## config.mk

```make
export PLATFORM = sky130hd
export DESIGN_NAME = sgm_frame_sequencer
export DESIGN_NICKNAME = d
export VERILOG_FILES = /design/src/rtl/sgm_frame_sequencer.sv
export SDC_FILE = /design/constraint.sdc
export NUM_CORES = 1
export LEC_CHECK = 0
export CAP_MARGIN = 25
export CORE_MARGIN = 4
export CORE_UTILIZATION = 38
export DETAILED_ROUTE_END_ITERATION = 7
export SYNTH_ARGS = -nofsm -noshare
export SYNTH_HDL_FRONTEND = slang
export SYNTH_SLANG_ARGS = --single-unit
```

## constraint.sdc

```tcl
create_clock -name clk -period 2.3 [get_ports clk]
set_input_delay 0.69 -clock clk [delete_from_list [all_inputs] [get_ports clk]]
set_output_delay 0.69 -clock clk [all_outputs]
set_load 0.01 [all_outputs]
```

## src/rtl/sgm_frame_sequencer.sv

```systemverilog
// sgm_frame_sequencer: raster read sequencer for a stereo SGM core.
// Sends the frame to the core, then forwards the disparities that come back.
// Ports:
//   clk, rst_n               : single clock, synchronous active-low reset
//   start, abort             : frame start request (IDLE only), frame abort
//   mem_rd_en, mem_addr      : frame-buffer read strobe and raster address
//   mem_left/right_data      : read data, sampled on the edge that closes the read cycle
//   left/right_pixel,
//   pixel_valid              : pixel stream to the core, 1 cycle behind mem_rd_en
//   disp_valid, disparity    : disparity stream from the core
//   out_disparity, out_valid,
//   out_last                 : forwarded disparity, strobe, last-pixel marker
//   busy, done               : not-IDLE flag, one-cycle completion pulse
//   timeout_err, overflow_err: sticky error flags
module sgm_frame_sequencer #(
   parameter int unsigned FRAME_WIDTH   = 272,
   parameter int unsigned FRAME_HEIGHT  = 240,
   parameter int unsigned HBLANK        = 4,
   parameter int unsigned DRAIN_TIMEOUT = 4096,
   parameter int unsigned ADDR_W        = 17
) (
   input  logic              clk,
   input  logic              rst_n,
   input  logic              start,
   input  logic              abort,
   output logic              mem_rd_en,
   output logic [ADDR_W-1:0] mem_addr,
   input  logic [7:0]        mem_left_data,
   input  logic [7:0]        mem_right_data,
   output logic [7:0]        left_pixel,
   output logic [7:0]        right_pixel,
   output logic              pixel_valid,
   input  logic              disp_valid,
   input  logic [5:0]        disparity,
   output logic [5:0]        out_disparity,
   output logic              out_valid,
   output logic              out_last,
   output logic              busy,
   output logic              done,
   output logic              timeout_err,
   output logic              overflow_err
);

   localparam int unsigned TOTAL   = FRAME_WIDTH * FRAME_HEIGHT;
   localparam int unsigned BLANK_W = (HBLANK > 1) ? $clog2(HBLANK) : 1;
   localparam int unsigned DRAIN_W = $clog2(DRAIN_TIMEOUT + 1);

   localparam logic [ADDR_W-1:0]  COL_LAST    = ADDR_W'(FRAME_WIDTH - 1);
   localparam logic [ADDR_W-1:0]  ROW_LAST    = ADDR_W'(FRAME_HEIGHT - 1);
   localparam logic [ADDR_W-1:0]  TOTAL_C     = ADDR_W'(TOTAL);
   localparam logic [ADDR_W-1:0]  TOTAL_M1    = ADDR_W'(TOTAL - 1);
   localparam logic [BLANK_W-1:0] BLANK_LAST  = BLANK_W'((HBLANK > 0) ? HBLANK - 1 : 0);
   localparam logic [DRAIN_W-1:0] DRAIN_LIMIT = DRAIN_W'(DRAIN_TIMEOUT);

   typedef enum logic [2:0] {
      IDLE  = 3'd0,
      FEED  = 3'd1,
      BLANK = 3'd2,
      DRAIN = 3'd3,
      DONE  = 3'd4
   } state_e;

   state_e              state_q, state_d;
   logic [ADDR_W-1:0]   col_q, col_d;
   logic [ADDR_W-1:0]   row_q, row_d;
   logic [ADDR_W-1:0]   in_count_q, in_count_d;
   logic [ADDR_W-1:0]   out_count_q, out_count_d;
   logic [BLANK_W-1:0]  blank_cnt_q, blank_cnt_d;
   logic [DRAIN_W-1:0]  drain_cnt_q, drain_cnt_d;
   logic                mem_rd_en_q, mem_rd_en_d;
   logic [ADDR_W-1:0]   mem_addr_q, mem_addr_d;
   logic [7:0]          left_pixel_q, left_pixel_d;
   logic [7:0]          right_pixel_q, right_pixel_d;
   logic                pixel_valid_q, pixel_valid_d;
   logic [5:0]          out_disparity_q, out_disparity_d;
   logic                out_valid_q, out_valid_d;
   logic                out_last_q, out_last_d;
   logic                busy_q, busy_d;
   logic                done_q, done_d;
   logic                timeout_err_q, timeout_err_d;
   logic                overflow_err_q, overflow_err_d;

   // Next-state, counter and output computation
   always_comb begin
      state_d         = state_q;
      col_d           = col_q;
      row_d           = row_q;
      in_count_d      = in_count_q;
      out_count_d     = out_count_q;
      blank_cnt_d     = blank_cnt_q;
      drain_cnt_d     = '0;
      mem_rd_en_d     = 1'b0;
      pixel_valid_d   = mem_rd_en_q;
      left_pixel_d    = mem_rd_en_q ? mem_left_data  : 8'd0;
      right_pixel_d   = mem_rd_en_q ? mem_right_data : 8'd0;
      out_disparity_d = 6'd0;
      out_valid_d     = 1'b0;
      out_last_d      = 1'b0;
      timeout_err_d   = timeout_err_q;
      overflow_err_d  = overflow_err_q;

      case (state_q)
         IDLE: begin
            if (start && !abort) begin
               state_d        = FEED;
               col_d          = '0;
               row_d          = '0;
               in_count_d     = '0;
               out_count_d    = '0;
               mem_rd_en_d    = 1'b1;
               timeout_err_d  = 1'b0;
               overflow_err_d = 1'b0;
            end
         end
         FEED: begin
            // in_count is both the read tally and the next raster address
            in_count_d = ADDR_W'(in_count_q + 1'b1);
            if (col_q == COL_LAST) begin
               col_d = '0;
               row_d = ADDR_W'(row_q + 1'b1);
               if (row_q == ROW_LAST) begin
                  state_d = DRAIN;
               end else if (HBLANK == 0) begin
                  mem_rd_en_d = 1'b1;
               end else begin
                  state_d     = BLANK;
                  blank_cnt_d = '0;
               end
            end else begin
               col_d       = ADDR_W'(col_q + 1'b1);
               mem_rd_en_d = 1'b1;
            end
         end
         BLANK: begin
            blank_cnt_d = BLANK_W'(blank_cnt_q + 1'b1);
            if (blank_cnt_q == BLANK_LAST) begin
               state_d     = FEED;
               mem_rd_en_d = 1'b1;
            end
         end
         DRAIN: begin
            // silent-cycle counter restarts on every disparity
            if (out_count_q == TOTAL_C) begin
               state_d = DONE;
            end else if (!disp_valid) begin
               drain_cnt_d = DRAIN_W'(drain_cnt_q + 1'b1);
               if (drain_cnt_d == DRAIN_LIMIT) begin
                  state_d       = DONE;
                  timeout_err_d = 1'b1;
               end
            end
         end
         DONE: begin
            state_d = IDLE;
         end
         default: begin
            state_d = IDLE;
         end
      endcase

      // Disparity forwarding; surplus or unexpected disparities are dropped
      if (disp_valid) begin
         if (state_q == IDLE || out_count_q == TOTAL_C) begin
            overflow_err_d = 1'b1;
         end else if (state_q inside {FEED, BLANK, DRAIN}) begin
            out_valid_d     = 1'b1;
            out_disparity_d = disparity;
            out_last_d      = (out_count_q == TOTAL_M1);
            out_count_d     = ADDR_W'(out_count_q + 1'b1);
         end
      end

      // Abort overrides everything and freezes the error flags
      if (abort && state_q != IDLE) begin
         state_d        = IDLE;
         mem_rd_en_d    = 1'b0;
         out_valid_d    = 1'b0;
         out_last_d     = 1'b0;
         out_count_d    = out_count_q;
         timeout_err_d  = timeout_err_q;
         overflow_err_d = overflow_err_q;
      end

      mem_addr_d = in_count_d;
      busy_d     = (state_d != IDLE);
      done_d     = (state_d == DONE);
   end

   // State and output registers
   always_ff @(posedge clk) begin
      if (!rst_n) begin
         state_q         <= IDLE;
         col_q           <= '0;
         row_q           <= '0;
         in_count_q      <= '0;
         out_count_q     <= '0;
         blank_cnt_q     <= '0;
         drain_cnt_q     <= '0;
         mem_rd_en_q     <= 1'b0;
         mem_addr_q      <= '0;
         left_pixel_q    <= 8'd0;
         right_pixel_q   <= 8'd0;
         pixel_valid_q   <= 1'b0;
         out_disparity_q <= 6'd0;
         out_valid_q     <= 1'b0;
         out_last_q      <= 1'b0;
         busy_q          <= 1'b0;
         done_q          <= 1'b0;
         timeout_err_q   <= 1'b0;
         overflow_err_q  <= 1'b0;
      end else begin
         state_q         <= state_d;
         col_q           <= col_d;
         row_q           <= row_d;
         in_count_q      <= in_count_d;
         out_count_q     <= out_count_d;
         blank_cnt_q     <= blank_cnt_d;
         drain_cnt_q     <= drain_cnt_d;
         mem_rd_en_q     <= mem_rd_en_d;
         mem_addr_q      <= mem_addr_d;
         left_pixel_q    <= left_pixel_d;
         right_pixel_q   <= right_pixel_d;
         pixel_valid_q   <= pixel_valid_d;
         out_disparity_q <= out_disparity_d;
         out_valid_q     <= out_valid_d;
         out_last_q      <= out_last_d;
         busy_q          <= busy_d;
         done_q          <= done_d;
         timeout_err_q   <= timeout_err_d;
         overflow_err_q  <= overflow_err_d;
      end
   end

   assign mem_rd_en     = mem_rd_en_q;
   assign mem_addr      = mem_addr_q;
   assign left_pixel    = left_pixel_q;
   assign right_pixel   = right_pixel_q;
   assign pixel_valid   = pixel_valid_q;
   assign out_disparity = out_disparity_q;
   assign out_valid     = out_valid_q;
   assign out_last      = out_last_q;
   assign busy          = busy_q;
   assign done          = done_q;
   assign timeout_err   = timeout_err_q;
   assign overflow_err  = overflow_err_q;

endmodule

```

# Word level (Yosys, flattened, before mapping)
# Cells that the tools add are included.
# Widths: inputs -> output; s select.
# totals
regBits	116
in_bits	27
output_inout_bits	47
wordCells	103
# classes
n_addsub	6
eq_ne	16
muxes	37
bitwise_logic	5
reduce_logical	21
# ops
cell	count
$mux 17	8
$pmux 17 s2	3
$add 17x1->17 const B	4
$eq 17x16->1 const B	2
$mux 3	7
$eq 17x8->1 const B	1
$eq 17x9->1 const B	1
$add 13x1->13 const B	1
$eq 13x13->1 const B	1
$mux 1	13
$ne 2x2->1 const B	6
$pmux 3 s4	1
$reduce_or 4->1	3
$reduce_bool 3->1	3
$eq 3x2->1 const B	2
$reduce_and 3->1	2
$reduce_and 6->1	1
$reduce_bool 2->1	3
$not 1->1	5
$reduce_or 5->1	1
$mux 2	2
$pmux 2 s2	1
$reduce_and 2->1	2
$eq 3x1->1 const B	1
10 further kinds	11

# Logic depth before layout (Yosys ltp)
# depth
ltp_word	8
mapped_depth	10
depth_no_buf	9

# Least setup slack after synthesis
# No wires, ideal clock.
# synth_timing
path_kind	reg-to-reg
from	register drain_cnt_q[0]
to	register timeout_err_q (netlist: timeout_err)
setup_time_ns	0.072
arrival_time_ns	2.087
t_required_ns	2.228
setup_slack_ns	0.141
path_stages_with_launch	9
path_buffers	0
synth_period_minus_slack_ns	2.159
path_cell_list	dfxtp_1 > ha_1 > nand3_2 > nor2_1 > and3_1 > mux2i_1 > nand4_1 > or4_1 > a21oi_1
# synth_between
elab_chain_cells	4
# synth_rtl
element	line_no	rtl
start, declared	69	logic [DRAIN_W-1:0] drain_cnt_q, drain_cnt_d;
start signal, assigned	218	drain_cnt_q <= drain_cnt_d;
$add 13x1->13	146	drain_cnt_d = DRAIN_W'(drain_cnt_q + 1'b1);
$eq 13x13->1	147	if (drain_cnt_d == DRAIN_LIMIT) begin
$ne 2x2->1 (no line)	--	
$reduce_and 6->1 (no line)	--	
end signal, assigned	229	timeout_err_q <= timeout_err_d;
end, declared	80	logic timeout_err_q, timeout_err_d;
# Every way passes these cells.
# A chain may end at the register's enable or synchronous reset.

# Worst setup path in the final report
# layout_timing
from	input port disp_valid
to	register out_count_q[10]
# layout_between
elab_chain_cells	1
# layout_rtl
element	line_no	rtl
start, declared	33	input logic disp_valid,
$mux 17	162	if (disp_valid) begin
end signal, assigned	216	out_count_q <= out_count_d;
end, declared	67	logic [ADDR_W-1:0] out_count_q, out_count_d;
# Every way passes these cells.

==> results.json <==
{
  "status": "finished, final reports clean",
  "top_layer": "met4",
  "antenna_found_initial": 0,
  "hold_slack_ns": 0.460,
  "crit_end": "out_count_q[10]",
  "period_needed_ns": 2.21,
  "clkLatencyLatePin_ns": 0.41,
  "grt_pass1_wl_microns": 22100,
  "multi_input_area_sq_um": 2790,
  "p_comb_share_pct": 6.2,
  "worstHoldPathType": "reg -> reg",
  "ff_latch_area_sq_um": 2320,
  "clkSinkCount": 116,
  "grt_pass1_vias": 4665,
  "drc": 0,
  "via_per_inst": 5.34,
  "synth_seq_cells": 116,
  "avgSynthCellArea_sq_um": 8.24,
  "gp_congestion": 0.854,
  "worst_r2r_path_depth": 9,
  "yosysTopAreaCellShare_pct": 44.3,
  "worstSetupEndpointType": "register",
  "dieHeight_microns": 125,
  "rows": 42,
  "routedWlPerCell_microns": 14.3,
  "final.setup_skew_ns": 0.00830,
  "dp_hpwl_microns": 9240,
  "ant_nets": 0,
  "clkSlewWorstSetupHoldPaths_ns": 0.05,
  "worst_pin_slew_ns": 0.475,
  "hold_violations": 0,
  "nets": 774,
  "area_delta_synth_final_pct": 35.4,
  "clock_path_buffers": 2,
  "critical_path_class": "in -> reg",
  "crit_path_start": "disp_valid",
  "antenna_cells": 0,
  "wl_met3_microns": 795,
  "wl_met1_microns": 6060,
  "required_ns": 2.60,
  "finalSetupViolCount": 0,
  "power_mw": 5.27,
  "dr_wl_met2_microns": 6130,
  "cts_made_buffers": 17,
  "synth_flop_cell": "dfxtp_1",
  "drtIter0Drc": 290,
  "crit_path_start_kind": "primary input",
  "dieWidth_microns": 125,
  "fmax_mhz": 452,
  "synth_sequential_area_ratio_pct": 44.3,
  "ioPinCount": 74,
  "track_usage_pct": 16.9,
  "ctsRootBufferMaster": "clkbuf_16",
  "critPathMaxFanout": 8,
  "ys_warn_count": 0,
  "period_share_pct": 96.2,
  "drive_gt1_share_pct": 12.4,
  "fin_setup_tns_ns": 0,
  "start_util_pct": 39.3,
  "p_per_area_nw_per_um2": 743,
  "drt_wl_total_microns": 13300,
  "yosysTopAreaCell": "dfxtp_1",
  "cts_tree": "done",
  "syn_nets": 671,
  "rsz0062_at_grt": "true",
  "cap_violations": 0,
  "power_switching_mw": 1.11,
  "synthArstFlopShare_pct": 0,
  "slew_headroom_pct": 68.3,
  "slew_violations": 0,
  "synth_edf_count": 0,
  "cp.arrival_ns": 2.51,
  "r2r_slack_ns": 0.14,
  "ctsHtreeMaxLevel": 4,
  "syn_area_sq_um": 5240,
  "switching_share_pct": 21.0,
  "grt_max_degree": 23,
  "portBuffers": 73,
  "syn_inst": 636,
  "synthTopCellsByArea": "dfxtp_1 (44%), nor2_1 (7.1%), nand2_1 (3.7%), a21oi_1 (3.6%), and3_1 (3.6%)",
  "firstDrtPassIters": 5,
  "ir_worst_vdd_mv": 0.413,
  "p_seq_share_pct": 38.8,
  "fillers": 1257,
  "die-area_sq_um": 15700,
  "synth_cell_types": 62,
  "gr-total-overflow": 0,
  "core_sq_um": 13300,
  "via_count": 4952,
  "power_leakage_nw": 2.64,
  "r2r-start": "out_count_q[8]",
  "p_clk_share_pct": 55.0,
  "regToRegEndpoint": "out_count_q[4]",
  "internal_power_mw": 4.17
}
==> cell usage in the layout, fill, tap and decap left out, types with 20 or more instances in the layout <==
master / instances
a21oi_1: 38
and3_1: 30
buf_4: 38
clkdlybuf4s50_1: 73
dfxtp_1: 116
nand2_1: 50
nand3_1: 37
nand4_1: 20
nor2_1: 99
o21ai_0: 27
==> logic make-up after synthesis <==
group / count (synthesis) / synth area share [%]
adders and majority gates: 8 / 1.91
xor gates and xnor gates: 26 / 4.35
muxes: 6 / 1.24
DFF: 116 / 44.3
buffers and inverters: 41 / 3.06
AOI/OAI and AO/OA: 124 / 14.5
and+or+nand+nor: 315 / 30.6
==> final cells by class <==
cell class                 count  area share, %
clock buffer                  20           6.44
clock inverter                12           2.84
sequential                   116           32.7
multi-input combinational    479           39.4
inverter                      12          0.635
tap                          176           3.10
timing repair buffer         113           14.9
==> metal layers <==
metal,GRT usage [%],up-vias
li1,-,2477
met1,21.8,2299
met2,27.0,151
met3,4.39,25
met4,7.21,0
met5,0,-
==> Yosys cell counts (all sizes together), types with 6 or more instances <==
| library cell | count |
|---|---|
| nor3 | 11 |
| dfxtp | 116 |
| nor2 | 101 |
| o21ai | 42 |
| or3 | 9 |
| and2 | 18 |
| or2 | 6 |
| xor2 | 17 |
| inv | 12 |
| xnor2 | 9 |
| a21oi | 38 |
| nand2 | 51 |
| o21a | 6 |
| a311oi | 7 |
| nand3 | 38 |
| nand4 | 20 |
| nor4 | 7 |
| and3 | 30 |
| clkbuf | 24 |
| ha | 8 |
==> worst max-delay path, stage by stage <==
cell and delay (ns):
clkdlybuf4s50_1 0.54, nor3b_1 0.23, buf_4 0.17, o21ai_4 0.08
buf_12 0.14, or2_1 0.35, o41ai_1 0.31
==> worst min-delay path by stage <==
stage / start / end / slack [ns] / depth (start not counted)
after detailed placement: timeout_err / timeout_err / 0.45 / 2
final: timeout_err / timeout_err / 0.46 / 2
after floorplan: col_q[16] / col_q[16] / 0.45 / 1
after global placement: timeout_err / timeout_err / 0.44 / 2
after global routing: timeout_err / timeout_err / 0.50 / 2
after CTS: timeout_err / timeout_err / 0.46 / 2
==> timing repair <==
action	in CTS	in global routing
endpoints found under the hold margin	0	0
buffers inserted	0	3
setup endpoints to repair	0	41
gates resized for setup	0	7
hold buffers	0	0
==> metrics by stage <==
stage / utilization [%] / std cells / cell area [sq um] / setup WS, ns
2_1_floorplan: - / 636 / 5240 / 0.141
3_3_place_gp: 47.7 / 893 / 6370 / -0.160
3_5_place_dp: 47.7 / 893 / 6370 / -0.214
4_1_cts: 52.6 / 925 / 7020 / 0.00339
5_1_grt: 53.1 / 928 / 7090 / -0.0410
6_report: 53.1 / 928 / 7090 / 0.0883
==> power by group through the flow <==
stage               logic, mW  clock network [mW]  registers (mW)
global route            0.356                3.06            2.05
CTS                     0.322                2.97            2.04
global placement        0.319                   0            2.09
finish                  0.327                2.90            2.05
floorplan               0.139                   0            2.10
detailed placement      0.320                   0            2.09
==> flip-flops by register name, summed over array words and instances (netlist names), 2 cells and up <==
register	flops
state_q	3
mem_addr	17
left_pixel	8
blank_cnt_q	2
out_disparity	6
col_q	17
right_pixel	8
drain_cnt_q	13
row_q	17
out_count_q	17
Power figures use the tool's default switching activity.
